### config.mk
export PLATFORM = sky130hd
export DESIGN_NAME = uart_byte_rx
export DESIGN_NICKNAME = d
export VERILOG_FILES = /design/src/rtl/uart_pkg.sv /design/src/rtl/uart_os_tick.sv /design/src/rtl/uart_byte_rx.sv
export SDC_FILE = /design/constraint.sdc
export NUM_CORES = 1
export LEC_CHECK = 0
export CORE_AREA = 2 2 79 81
export CTS_CLUSTER_DIAMETER = 100
export DETAILED_ROUTE_END_ITERATION = 10
export DIE_AREA = 0 0 81 83
export GPL_ROUTABILITY_DRIVEN = 0
export GPL_TIMING_DRIVEN = 0
export PLACE_DENSITY = 0.67
export SETUP_SLACK_MARGIN = 0.05
export SLEW_MARGIN = 0
export SYNTH_ARGS = -nofsm -noshare
export SYNTH_HDL_FRONTEND = slang
export SYNTH_SLANG_ARGS = --single-unit
### constraint.sdc
create_clock -name Clk -period 2.15 [get_ports Clk]
set_input_delay 0.645 -clock Clk [delete_from_list [all_inputs] [get_ports Clk]]
set_output_delay 0.645 -clock Clk [all_outputs]
set_load 0.005 [all_outputs]
### src/rtl/uart_pkg.sv
// Shared UART definitions: baud codes, divisor tables for the 50 MHz clock,
// receiver FSM states and the oversample/majority sample positions.
package uart_pkg;

  localparam logic [2:0] BAUD_9600   = 3'd0;
  localparam logic [2:0] BAUD_19200  = 3'd1;
  localparam logic [2:0] BAUD_38400  = 3'd2;
  localparam logic [2:0] BAUD_57600  = 3'd3;
  localparam logic [2:0] BAUD_115200 = 3'd4;

  localparam logic [3:0] SMP_A   = 4'd6;
  localparam logic [3:0] SMP_B   = 4'd7;
  localparam logic [3:0] SMP_C   = 4'd8;
  localparam logic [3:0] OS_LAST = 4'd15;

  typedef enum logic [1:0] {
    StIdle,
    StStart,
    StData,
    StStop
  } rx_state_e;

  // 16x oversample divisor: one tick every div+1 clocks.
  function automatic logic [15:0] os_div(input logic [2:0] baud);
    case (baud)
      BAUD_19200:  os_div = 16'd162;
      BAUD_38400:  os_div = 16'd80;
      BAUD_57600:  os_div = 16'd53;
      BAUD_115200: os_div = 16'd26;
      default:     os_div = 16'd324;
    endcase
  endfunction

  // 1x bit divisor used by the byte transmitter.
  function automatic logic [15:0] tx_div(input logic [2:0] baud);
    case (baud)
      BAUD_19200:  tx_div = 16'd2603;
      BAUD_38400:  tx_div = 16'd1301;
      BAUD_57600:  tx_div = 16'd867;
      BAUD_115200: tx_div = 16'd433;
      default:     tx_div = 16'd5207;
    endcase
  endfunction

endpackage

### src/rtl/uart_os_tick.sv
// Oversample tick generator: latches the divisor on clear and emits a
// one-clock tick every div+1 clocks while enabled.
module uart_os_tick
  import uart_pkg::*;
(
  input  logic       clk_i,
  input  logic       rst_ni,
  input  logic       clr_i,
  input  logic       en_i,
  input  logic [2:0] baud_set_i,
  output logic       tick_o
);

  logic [15:0] div_q, div_d;
  logic [15:0] cnt_q, cnt_d;

  assign tick_o = en_i && (cnt_q == div_q);

  always_comb begin
    div_d = div_q;
    cnt_d = cnt_q;
    if (clr_i) begin
      div_d = os_div(baud_set_i);
      cnt_d = '0;
    end else if (!en_i || tick_o) begin
      cnt_d = '0;
    end else begin
      cnt_d = cnt_q + 16'd1;
    end
  end

  always_ff @(posedge clk_i) begin
    if (!rst_ni) begin
      div_q <= os_div(BAUD_9600);
      cnt_q <= '0;
    end else begin
      div_q <= div_d;
      cnt_q <= cnt_d;
    end
  end

endmodule

### src/rtl/uart_byte_rx.sv
// 8N1 UART byte receiver with 16x oversampling and 2-of-3 majority voting
// around mid-bit; returns to idle mid stop bit to tolerate fast senders.
module uart_byte_rx
  import uart_pkg::*;
#(
  parameter int unsigned CLK_FREQ = 50000000,
  parameter int unsigned OS_RATE  = 16
) (
  input  logic       Clk,
  input  logic       Rst_n,
  input  logic [2:0] Baud_Set,
  input  logic       uart_rx,
  output logic [7:0] data_byte,
  output logic       Rx_Done,
  output logic       frame_err,
  output logic       uart_state
);

  // The divisor table is built for a 50 MHz clock and 16x oversampling only.
  if (OS_RATE != 16 || CLK_FREQ == 0) begin : gen_cfg_err
    $error("uart_byte_rx: only OS_RATE=16 is supported");
  end

  logic       sync1_q, sync2_q, hist_q;
  rx_state_e  state_q, state_d;
  logic [3:0] os_cnt_q, os_cnt_d;
  logic [2:0] bit_idx_q, bit_idx_d;
  logic [7:0] shift_q, shift_d;
  logic [7:0] data_q, data_d;
  logic       smp_a_q, smp_a_d;
  logic       smp_b_q, smp_b_d;
  logic       rx_done_q, rx_done_d;
  logic       frame_err_q, frame_err_d;

  logic os_tick;
  logic start_go;
  logic decide;
  logic wrap;
  logic maj;

  // History flop must be high, so a line held low cannot re-trigger.
  assign start_go = (state_q == StIdle) && hist_q && !sync2_q;
  assign decide   = os_tick && (os_cnt_q == SMP_C);
  assign wrap     = os_tick && (os_cnt_q == OS_LAST);
  assign maj      = (smp_a_q & smp_b_q) | (smp_a_q & sync2_q) | (smp_b_q & sync2_q);

  uart_os_tick u_os_tick (
    .clk_i      (Clk),
    .rst_ni     (Rst_n),
    .clr_i      (start_go),
    .en_i       (state_q != StIdle),
    .baud_set_i (Baud_Set),
    .tick_o     (os_tick)
  );

  always_comb begin
    state_d     = state_q;
    os_cnt_d    = os_cnt_q;
    bit_idx_d   = bit_idx_q;
    shift_d     = shift_q;
    data_d      = data_q;
    smp_a_d     = smp_a_q;
    smp_b_d     = smp_b_q;
    rx_done_d   = 1'b0;
    frame_err_d = 1'b0;

    if (os_tick) begin
      os_cnt_d = os_cnt_q + 4'd1;
      if (os_cnt_q == SMP_A) smp_a_d = sync2_q;
      if (os_cnt_q == SMP_B) smp_b_d = sync2_q;
    end

    unique case (state_q)
      StIdle: begin
        os_cnt_d  = '0;
        bit_idx_d = '0;
        if (start_go) state_d = StStart;
      end
      StStart: begin
        if (decide && maj) begin
          state_d  = StIdle;
          os_cnt_d = '0;
        end else if (wrap) begin
          state_d   = StData;
          bit_idx_d = '0;
        end
      end
      StData: begin
        if (decide) shift_d[bit_idx_q] = maj;
        if (wrap) begin
          if (bit_idx_q == 3'd7) state_d = StStop;
          else bit_idx_d = bit_idx_q + 3'd1;
        end
      end
      StStop: begin
        if (decide) begin
          if (maj) begin
            data_d    = shift_q;
            rx_done_d = 1'b1;
          end else begin
            frame_err_d = 1'b1;
          end
          state_d  = StIdle;
          os_cnt_d = '0;
        end
      end
      default: state_d = StIdle;
    endcase
  end

  always_ff @(posedge Clk) begin
    if (!Rst_n) begin
      sync1_q     <= 1'b1;
      sync2_q     <= 1'b1;
      hist_q      <= 1'b1;
      state_q     <= StIdle;
      os_cnt_q    <= '0;
      bit_idx_q   <= '0;
      shift_q     <= '0;
      data_q      <= '0;
      smp_a_q     <= 1'b0;
      smp_b_q     <= 1'b0;
      rx_done_q   <= 1'b0;
      frame_err_q <= 1'b0;
    end else begin
      sync1_q     <= uart_rx;
      sync2_q     <= sync1_q;
      hist_q      <= sync2_q;
      state_q     <= state_d;
      os_cnt_q    <= os_cnt_d;
      bit_idx_q   <= bit_idx_d;
      shift_q     <= shift_d;
      data_q      <= data_d;
      smp_a_q     <= smp_a_d;
      smp_b_q     <= smp_b_d;
      rx_done_q   <= rx_done_d;
      frame_err_q <= frame_err_d;
    end
  end

  assign data_byte  = data_q;
  assign Rx_Done    = rx_done_q;
  assign frame_err  = frame_err_q;
  assign uart_state = (state_q != StIdle);

endmodule

==> Yosys cells after proc, flatten, opt, wreduce, memory -nomap -nowiden <==
Index checks and enable logic that the tools add are counted.
{ "totals": {"regBits": 64} }
{ "op_classes": {"add_sub_neg": 3, "magnitude_cmp": 2, "eq_ne": 21, "mux": 22, "n_bitwise": 6, "reduce_logical": 21} }
{ "op_table": {"columns": ["op", "count"], "rows": [
  ["$pmux 9 s4", 1],
  ["$add 16x1->16 const B", 1],
  ["$eq 16x16->1", 1],
  ["$ne 2x2->1 const B", 7],
  ["$mux 2", 6],
  ["$mux 3", 4],
  ["$mux 4", 3],
  ["$pmux 4 s3", 1],
  ["$reduce_and 5->1", 2],
  ["$pmux 3 s3", 1],
  ["$bwmux 8", 1],
  ["$eq 4x3->1 const B", 2],
  ["$eq 4x4->1 const B", 2],
  ["$pmux 2 s4", 1],
  ["$logic_and 1x1->1", 7],
  ["$eq 3x2->1 const B", 2],
  ["$eq 3x3->1 const B", 2],
  ["$reduce_and 2->1", 3],
  ["$reduce_and 3->1", 2],
  ["$add 4x1->4 const B", 1],
  ["$eq 2x2->1 const B", 2],
  ["$lt 3x4->1 const B", 1],
  ["$add 3x1->3 const B", 1],
  ["$and 1x1->1", 3],
  ["14 further kinds", 18]
]} }

==> Depth between registers and ports, before layout <==
Gate-level depths: netlist of the first run.
{ "depth": {"ltp_word": 6, "ltp_mapped": 8, "depth_no_buf": 7} }

==> Hierarchy <==
Synthesis of the first run repeated with hierarchy kept, for this count alone.
{ "hier_totals": {"cells_unflattened": 280, "area_unflattened_um2": 2586.2} }
{ "by_module_without_submodules": {"columns": ["mod", "n_inst", "cells_per_inst", "area_per_inst_um2", "seq_area_each_um2"], "rows": [
  ["uart_byte_rx", 1, 143, 1388.8, 640.6],
  ["uart_os_tick", 1, 137, 1197.4, 500.5]
]} }

==> Least setup slack after synthesis of the first run <==
No wires, ideal clock.
{ "synth_path": {"path_kind": "register to register", "startpoint": "register u_os_tick.cnt_q[9]", "endpoint": "register shift_q[0]", "setup_time_ps": 73, "arrival_time_ps": 1881, "setup_slack_ps": 196, "stages_incl_launch_ff": 6, "path_buffers": 0, "synth_period_minus_slack_ps": 1954, "cell_sequence": "dfxtp_1 > or4_4 > nor4_4 > nand4_4 > nor4b_2 > mux2i_1"} }
{ "synth_via": {"elab_chain_cells": 4} }
{ "synth_rtl": {"columns": ["item", "line", "text"], "rows": [
  ["start, declared", "uart_os_tick.sv:15", "logic [15:0] cnt_q, cnt_d;"],
  ["start signal, assigned", "uart_os_tick.sv:38", "cnt_q <= cnt_d;"],
  ["$eq 16x16->1", "uart_os_tick.sv:17", "assign tick_o = en_i && (cnt_q == div_q);"],
  ["$logic_and 1x1->1", "uart_os_tick.sv:17", null],
  ["$logic_and 1x1->1", "uart_byte_rx.sv:43", "assign decide = os_tick && (os_cnt_q == SMP_C);"],
  ["$reduce_and 2->1 (no line)", null, null],
  ["end signal, assigned", "uart_byte_rx.sv:132", "shift_q <= shift_d;"],
  ["end, declared", "uart_byte_rx.sv:28", "logic [7:0] shift_q, shift_d;"]
]} }
Every way passes these cells.
A chain may end at the register's enable or synchronous reset.

==> Final worst setup path of the first run <==
{ "layout_path": {"startpoint": "register u_os_tick.cnt_q[11]", "endpoint": "register data_q[7], in the netlist data_byte[7]"} }
{ "layout_via": {"elab_chain_cells": 4} }
{ "layout_rtl": {"columns": ["item", "line", "text"], "rows": [
  ["$eq 16x16->1", "uart_os_tick.sv:17", null],
  ["$logic_and 1x1->1", "uart_os_tick.sv:17", null],
  ["$logic_and 1x1->1", "uart_byte_rx.sv:43", null],
  ["$reduce_and 3->1 (no line)", null, null],
  ["end signal, assigned", "uart_byte_rx.sv:133", "data_q <= data_d;"],
  ["end, declared", "uart_byte_rx.sv:29", "logic [7:0] data_q, data_d;"]
]} }
Every way passes these cells.

==> flow_metrics.env, run 1 <==
export IMPL_dr_first_iter_drc_count=109
export IMPL_rsz0062_at_grt="true"
export IMPL_place_ws_ns=-0.0452
export IMPL_core_sq_um=5820
export IMPL_antenna_found_initial=0
export IMPL_status="complete, no violations"
export IMPL_setup_tns_ns=0
export IMPL_maxCapViolCount=0
export IMPL_num_rows=28
export IMPL_slew_headroom=0.576
export IMPL_drive_gt1_frac=0.160
export IMPL_cpMaxStageDelayCell="or4_4"
export IMPL_yosysTopAreaCell="dfxtp_1"
export IMPL_p_leak_nw=1.27
export IMPL_cts_root_buf="clkbuf_8"
export IMPL_final_setup_skew_ns=0.00756
export IMPL_ff2ff_path_depth=5
export IMPL_clock_sinks=57
export IMPL_critical_path_arrival_ns=2.33
export IMPL_avgViaCountPerCell=5.37
export IMPL_path_clk_slew_ns=0.06
export IMPL_via_count=2346
export IMPL_cts_made_buffers=9
export IMPL_setup_violations=0
export IMPL_crit_chain="or4_4 -> nor4_4 -> nand4_4 -> mux2_2 -> and2_1"
export IMPL_critPathMaxStageDelay_ns=0.58
export IMPL_dieWidth_um=81
export IMPL_dieArea_sq_um=6720
export IMPL_p_sw_w=0.000499
export IMPL_critical_path_max_fanout=8
export IMPL_cts_tree="built"
export IMPL_dieHeight_um=83
export IMPL_cp_endpoint="data_byte[7]$_SDFFE_PN0P_"
export IMPL_synth_nets=334
export IMPL_hold_class="flop to flop"
export IMPL_syn_cell_area_sq_um=2820
export IMPL_track_usage=0.193
export IMPL_synthCells=322
export IMPL_clockBufferDepth=2
export IMPL_yosysUniqueCellTypes=49
export IMPL_fin_crit_ns=2.09
export IMPL_synthToLayoutAreaGrowth_pct=21.6
export IMPL_async_flop_share=0
export IMPL_crit_start="u_os_tick.cnt_q[11]$_SDFF_PP0_"
export IMPL_grt_start_max_net_pins=11
export IMPL_pwr_share_seq=0.462
export IMPL_clk_latency_ns=0.34
export IMPL_report_final_slew_viol_count=0
export IMPL_io_buffer_count=15
export IMPL_power_w=0.00231
export IMPL_reg2reg_to="data_byte[7]$_SDFFE_PN0P_"
export IMPL_yosys_warnings=0
export IMPL_synth_edf_count=0
export IMPL_finalCritPeriodShare=0.974
export IMPL_setup_ws_ns=0.0557
export IMPL_power_share_combinational=0.045
export IMPL_swShare=0.216
export IMPL_dp_hpwl_um=4110
export IMPL_dr_pass1_iters=4
export IMPL_grt_overflow_total=0
export IMPL_num_antenna_cells=0
export IMPL_synth_seq_cells=57
export IMPL_num_io_pins=17
export IMPL_routed_wl_um=5990
export IMPL_p_clk_frac=0.492
export IMPL_grt_pass1_wl_um=10100
export IMPL_max_clock_freq_ghz=0.477
export IMPL_rrSetupSlack_ns=0.06
export IMPL_initial_core_util=0.485
export IMPL_drcViolationCount=0
export IMPL_cp_end_kind="flop"
export IMPL_ys_seq_area_frac=0.404
export IMPL_synthTopCellsByArea="dfxtp_1, xor2_1, nor2_1"
export IMPL_worstPathRequired_ns=2.39
export IMPL_path_class="flop to flop"
export IMPL_syn_area_per_cell_sq_um=8.77
export IMPL_fin_nets=369
export IMPL_irDropWorstVdd_v=0.000418
export IMPL_wl_per_cell_um=13.7
export IMPL_internal_power_w=0.00181
export IMPL_setup_worst_path_start_class="flop"
export IMPL_r2r_start="u_os_tick.cnt_q[11]$_SDFF_PP0_"
export IMPL_htreeDepth=3
export IMPL_grt_pass1_vias=2244
export IMPL_ant_nets=0
export IMPL_yosysTopAreaCellShare=0.404
export IMPL_worstMarginPinSlew_ns=0.635
export IMPL_cellPowerDensity_nw_per_um2=674
export IMPL_finalHoldViolCount=0
export IMPL_ys_flop_type="dfxtp_1"
sequential cells by signal (all words and copies together) (netlist names), named ones only:
register,count
bit_idx_q,3
Rx_Done,1
os_cnt_q,4
state_q,1
smp_a_q,1
sync1_q,1
u_os_tick.div_q,9
sync2_q,1
smp_b_q,1
frame_err,1
u_os_tick.cnt_q,16
data_byte,8
shift_q,8
hist_q,1
area by class of cell:
| type | instances | area, sq um |
|---|---|---|
| buffer | 12 | 53.8 |
| timing repair buffer | 24 | 218 |
| clock inverter | 5 | 77.6 |
| fill | 543 | 2380 |
| tap | 75 | 93.8 |
| sequential | 57 | 1150 |
| multi-input combinational | 246 | 1660 |
| clock buffer | 11 | 151 |
| inverter | 7 | 26.3 |
worst max-delay path: cells and delay by family, from the launching register on:
family,cells,cell delay [ns]
mux,1,0.33
simple gates,4,1.34
flops,1,0.33
metal layers:
| metal | up-vias | wire (um) | global-route usage |
|---|---|---|---|
| met5 | - | 0 | 0 |
| met2 | 53 | 2960 | 0.316 |
| li1 | 1190 | - | - |
| met4 | 0 | 86 | 0.0601 |
| met3 | 7 | 248 | 0.0620 |
| met1 | 1096 | 2700 | 0.238 |
timing repair:
action	CTS	global route
hold buffers	0	0
buffers inserted	2	7
gates cloned	0	0
resized for setup	5	12
endpoints found under the setup margin	20	31
pin swaps	3	11
cell families after synthesis:
family / count (synthesis) / share of synthesized area
muxes: 11 / 0.0395
and+or+nand+nor: 160 / 0.321
adders and majority gates: 7 / 0.0301
xor gates and xnor gates: 29 / 0.0900
buffers and inverters: 19 / 0.0284
AOI/OAI and AO/OA: 39 / 0.0864
DFF: 57 / 0.404
layout by cell type, fill, tap and decap left out, types with 6 or more instances in the layout:
cell             instances
dfxtp_1                 52
nor2_1                  45
nand2_1                 35
xor2_1                  20
clkdlybuf4s50_1         15
nand4_1                 13
a21oi_1                 13
nand3_1                 11
clkbuf_8                11
clkbuf_1                10
mux2i_1                 10
o21ai_0                 10
xnor2_1                  9
buf_4                    9
inv_1                    7
and3_1                   7
nand2b_1                 7
a21oi_2                  7
nor3_1                   6
ha_1                     6
cells in the mapped netlist (2+ instances only):
cell type   n
nor3_1      7
o211ai_1    3
xor2_1     20
xnor2_1     9
o21ai_0    11
inv_1       7
nor2_1     46
dfxtp_1    57
nand4_1    13
ha_1        6
clkbuf_1   10
nor4_4      3
nand3_1    11
a21oi_2     7
a21oi_1    13
nor2b_1     3
nor4_1      2
mux2i_1    10
nand2_1    36
nor4b_2     2
and2_1      4
and3_1      7
nand2b_1    7
and4_1      3
how the worst min path moves through the flow:
| stage | from | to | slack [ns] | depth (start not counted) |
|---|---|---|---|---|
| 2_1_floorplan | sync1_q$_SDFF_PN1_ | sync2_q$_SDFF_PN1_ | 0.39 | 1 |
| 3_3_place_gp | sync1_q$_SDFF_PN1_ | sync2_q$_SDFF_PN1_ | 0.40 | 1 |
| 3_5_place_dp | sync1_q$_SDFF_PN1_ | sync2_q$_SDFF_PN1_ | 0.40 | 1 |
| 4_1_cts | sync1_q$_SDFF_PN1_ | sync2_q$_SDFF_PN1_ | 0.42 | 1 |
| 5_1_grt | sync1_q$_SDFF_PN1_ | sync2_q$_SDFF_PN1_ | 0.46 | 1 |
| 6_report | sync1_q$_SDFF_PN1_ | sync2_q$_SDFF_PN1_ | 0.41 | 1 |
power groups by stage:
stage,Sequential (W),Clock [W],Combinational [W]
after floorplan,0.00109,0,0.0000641
after global placement,0.00109,0,0.0000931
after detailed placement,0.00109,0,0.0000936
after CTS,0.00107,0.00116,0.0000984
after global routing,0.00107,0.00122,0.000115
final,0.00107,0.00114,0.000104
stage by stage:
step	utilization	cells	hold slack (ns)	area [sq um]
6_report	0.590	437	0.411	3430
5_1_grt	0.590	437	0.464	3430
4_1_cts	0.572	430	0.415	3330
3_5_place_dp	0.527	412	0.403	3070
3_3_place_gp	0.527	412	0.397	3070
2_1_floorplan	-	322	0.386	2820
Power figures use the tool's default switching activity.
==> run 2: changes to the inputs <==
- SKIP_LAST_GASP: default -> 1
==> results of run 2 <==
Same layout as run 1: the final DEF is identical, and so are final timing and power.
==> run 3: changes to the inputs <==
- CORE_AREA: 2 2 79 81 -> 2 2 75 77
- DIE_AREA: 0 0 81 83 -> 0 0 77 79
- HOLD_SLACK_MARGIN: default -> 0.02
- PLACE_DENSITY: 0.67 -> 0.73
==> run 3 against run 2 <==
Effect of this change: via count hardly changed; setup slack better by 0.059 ns; flip-flop and latch count unchanged; utilization is 5.0 points higher; clock power down 8%; die area down 9.5%; non-clock buffer count stayed put; clock-buffer cell count up 1; cell area shrank 0.51%; worst hold slack improved by 0.0040 ns; critical path depth did not move; global-route usage rose by 2.1 points; highest routed layer unchanged.
==> flow_metrics.env, run 3 (synthesis results as in run 1) <==
export IMPL_num_rows=27
export IMPL_ctsHoldBuffers=0
export IMPL_initial_core_util=0.529
export IMPL_clock_sinks=57
export IMPL_crit_chain="or4_4 -> nor2_2 -> nand4_1 -> or4_1 -> a31oi_1"
export IMPL_finalHoldViolCount=0
export IMPL_cellPowerDensity_nw_per_um2=653
export IMPL_r2r_start="u_os_tick.cnt_q[9]$_SDFF_PP0_"
export IMPL_via_count=2345
export IMPL_synthToLayoutAreaGrowth_pct=21.0
export IMPL_irDropWorstVdd_v=0.000556
export IMPL_dieHeight_um=79
export IMPL_max_clock_freq_ghz=0.491
export IMPL_path_class="flop to flop"
export IMPL_dr_pass1_iters=4
export IMPL_cts_root_buf="clkbuf_8"
export IMPL_report_final_slew_viol_count=0
export IMPL_final_cell_mix="dfxtp_1, nor2_1, nand2_1"
export IMPL_worstPathRequired_ns=2.42
export IMPL_core_sq_um=5340
export IMPL_antenna_found_initial=0
export IMPL_numPlacedInstances=409
export IMPL_finalCritPeriodShare=0.947
export IMPL_drcViolationCount=0
export IMPL_num_io_pins=17
export IMPL_cts_tree="built"
export IMPL_final_setup_skew_ns=0.0128
export IMPL_p_leak_nw=1.26
export IMPL_grt_pass1_vias=2223
export IMPL_critical_path_arrival_ns=2.30
export IMPL_avgViaCountPerCell=5.40
export IMPL_critical_path_max_fanout=5
export IMPL_hold_class="flop to flop"
export IMPL_setup_worst_path_start_class="flop"
export IMPL_ant_nets=0
export IMPL_crit_buf_inv=0
export IMPL_cpMaxStageDelayCell="or4_4"
export IMPL_wl_per_cell_um=13.4
export IMPL_io_buffer_count=15
export IMPL_grt_start_max_net_pins=11
export IMPL_setup_violations=0
export IMPL_crit_start="u_os_tick.cnt_q[9]$_SDFF_PP0_"
export IMPL_cts_made_buffers=9
export IMPL_slew_headroom=0.560
export IMPL_track_usage=0.214
export IMPL_dp_hpwl_um=4040
export IMPL_reg_top3="u_os_tick.cnt_q: 16 flops, u_os_tick.div_q: 9 flops"
export IMPL_worstHoldStart="sync1_q$_SDFF_PN1_"
export IMPL_stdcell_count=434
export IMPL_htreeDepth=3
export IMPL_largest_register_ffs=16
export IMPL_fin_crit_ns=2.04
export IMPL_clk_latency_ns=0.35
export IMPL_rsz0062_at_grt="true"
export IMPL_critPathMaxStageDelay_ns=0.59
export IMPL_clockBufferDepth=2
export IMPL_routed_wl_um=5820
export IMPL_fin_hold_ws_ns=0.415
export IMPL_fin_nets=369
export IMPL_drive_gt1_frac=0.160
export IMPL_final_common_cell="dfxtp_1"
export IMPL_dieArea_sq_um=6080
export IMPL_largest_register="u_os_tick.cnt_q"
export IMPL_power_w=0.00223
export IMPL_grt_overflow_total=0
export IMPL_num_antenna_cells=0
export IMPL_worstMarginPinSlew_ns=0.658
export IMPL_dr_first_iter_drc_count=124
export IMPL_cp_end_kind="flop"
export IMPL_status="complete, no violations"
export IMPL_path_clk_slew_ns=0.06
export IMPL_utilization=0.640
export IMPL_grt_pass1_wl_um=10300
export IMPL_dieWidth_um=77
export IMPL_cp_top_family="simple AND/OR/NAND/NOR gates"
export IMPL_maxCapViolCount=0
[run 3: final timing paths]
check / slack [ns] / endpoint / cells after the start
setup / recovery: 0.11 / bit_idx_q[0]$_SDFFE_PN0P_ / 5
hold / removal: 0.42 / sync2_q$_SDFF_PN1_ / 1
setup reg to reg: 0.11 / bit_idx_q[0]$_SDFFE_PN0P_ / 5
hold reg to reg: 0.42 / sync2_q$_SDFF_PN1_ / 1
[run 3: worst register-to-register path, stage by stage (launching register included)]
cell     delay, ns
dfxtp_1       0.32
or4_4         0.59
nor2_2        0.18
nand4_1       0.24
or4_1         0.47
a31oi_1       0.16
[run 3: routing by layer]
layer  GRT usage  vias to the layer above  share of wire
li1            -                     1189              -
met1       0.269                     1096           0.47
met2       0.343                       49           0.47
met3      0.0455                       11          0.038
met4       0.121                        0          0.023
met5           0                        -              0
[run 3: cell type report]
class | count | area (sq um)
plain buffers | 12 | 56.3
repair buffers | 24 | 218
flip-flops and latches | 57 | 1140
fillers | 472 | 1920
clock buffers | 12 | 165
well taps | 72 | 90.1
clock inverters | 4 | 50.0
multi-input cells | 246 | 1670
inverters | 7 | 26.3
[run 3: what timing repair did]
| item | CTS | global route |
|---|---|---|
| setup endpoints to repair | 21 | 32 |
| buffers inserted | 3 | 6 |
| gates resized for setup | 6 | 12 |
| pin swaps | 3 | 3 |
[run 3: metrics by stage]
stage	setup slack [ns]	TNS [ns]	area, sq um
5_1_grt	0.0360	0	3420
3_3_place_gp	-0.0393	-0.152	3060
4_1_cts	0.0622	0	3320
2_1_floorplan	0.196	0	2820
6_report	0.115	0	3420
3_5_place_dp	-0.0518	-0.322	3060
[run 3: where the power goes]
group,internal [W],total (W),switching [W],leakage (nW)
Clock,0.000627,0.00105,0.000425,0.105
Combinational,0.0000420,0.000106,0.0000645,0.690
Sequential,0.00107,0.00107,0.00000678,0.461
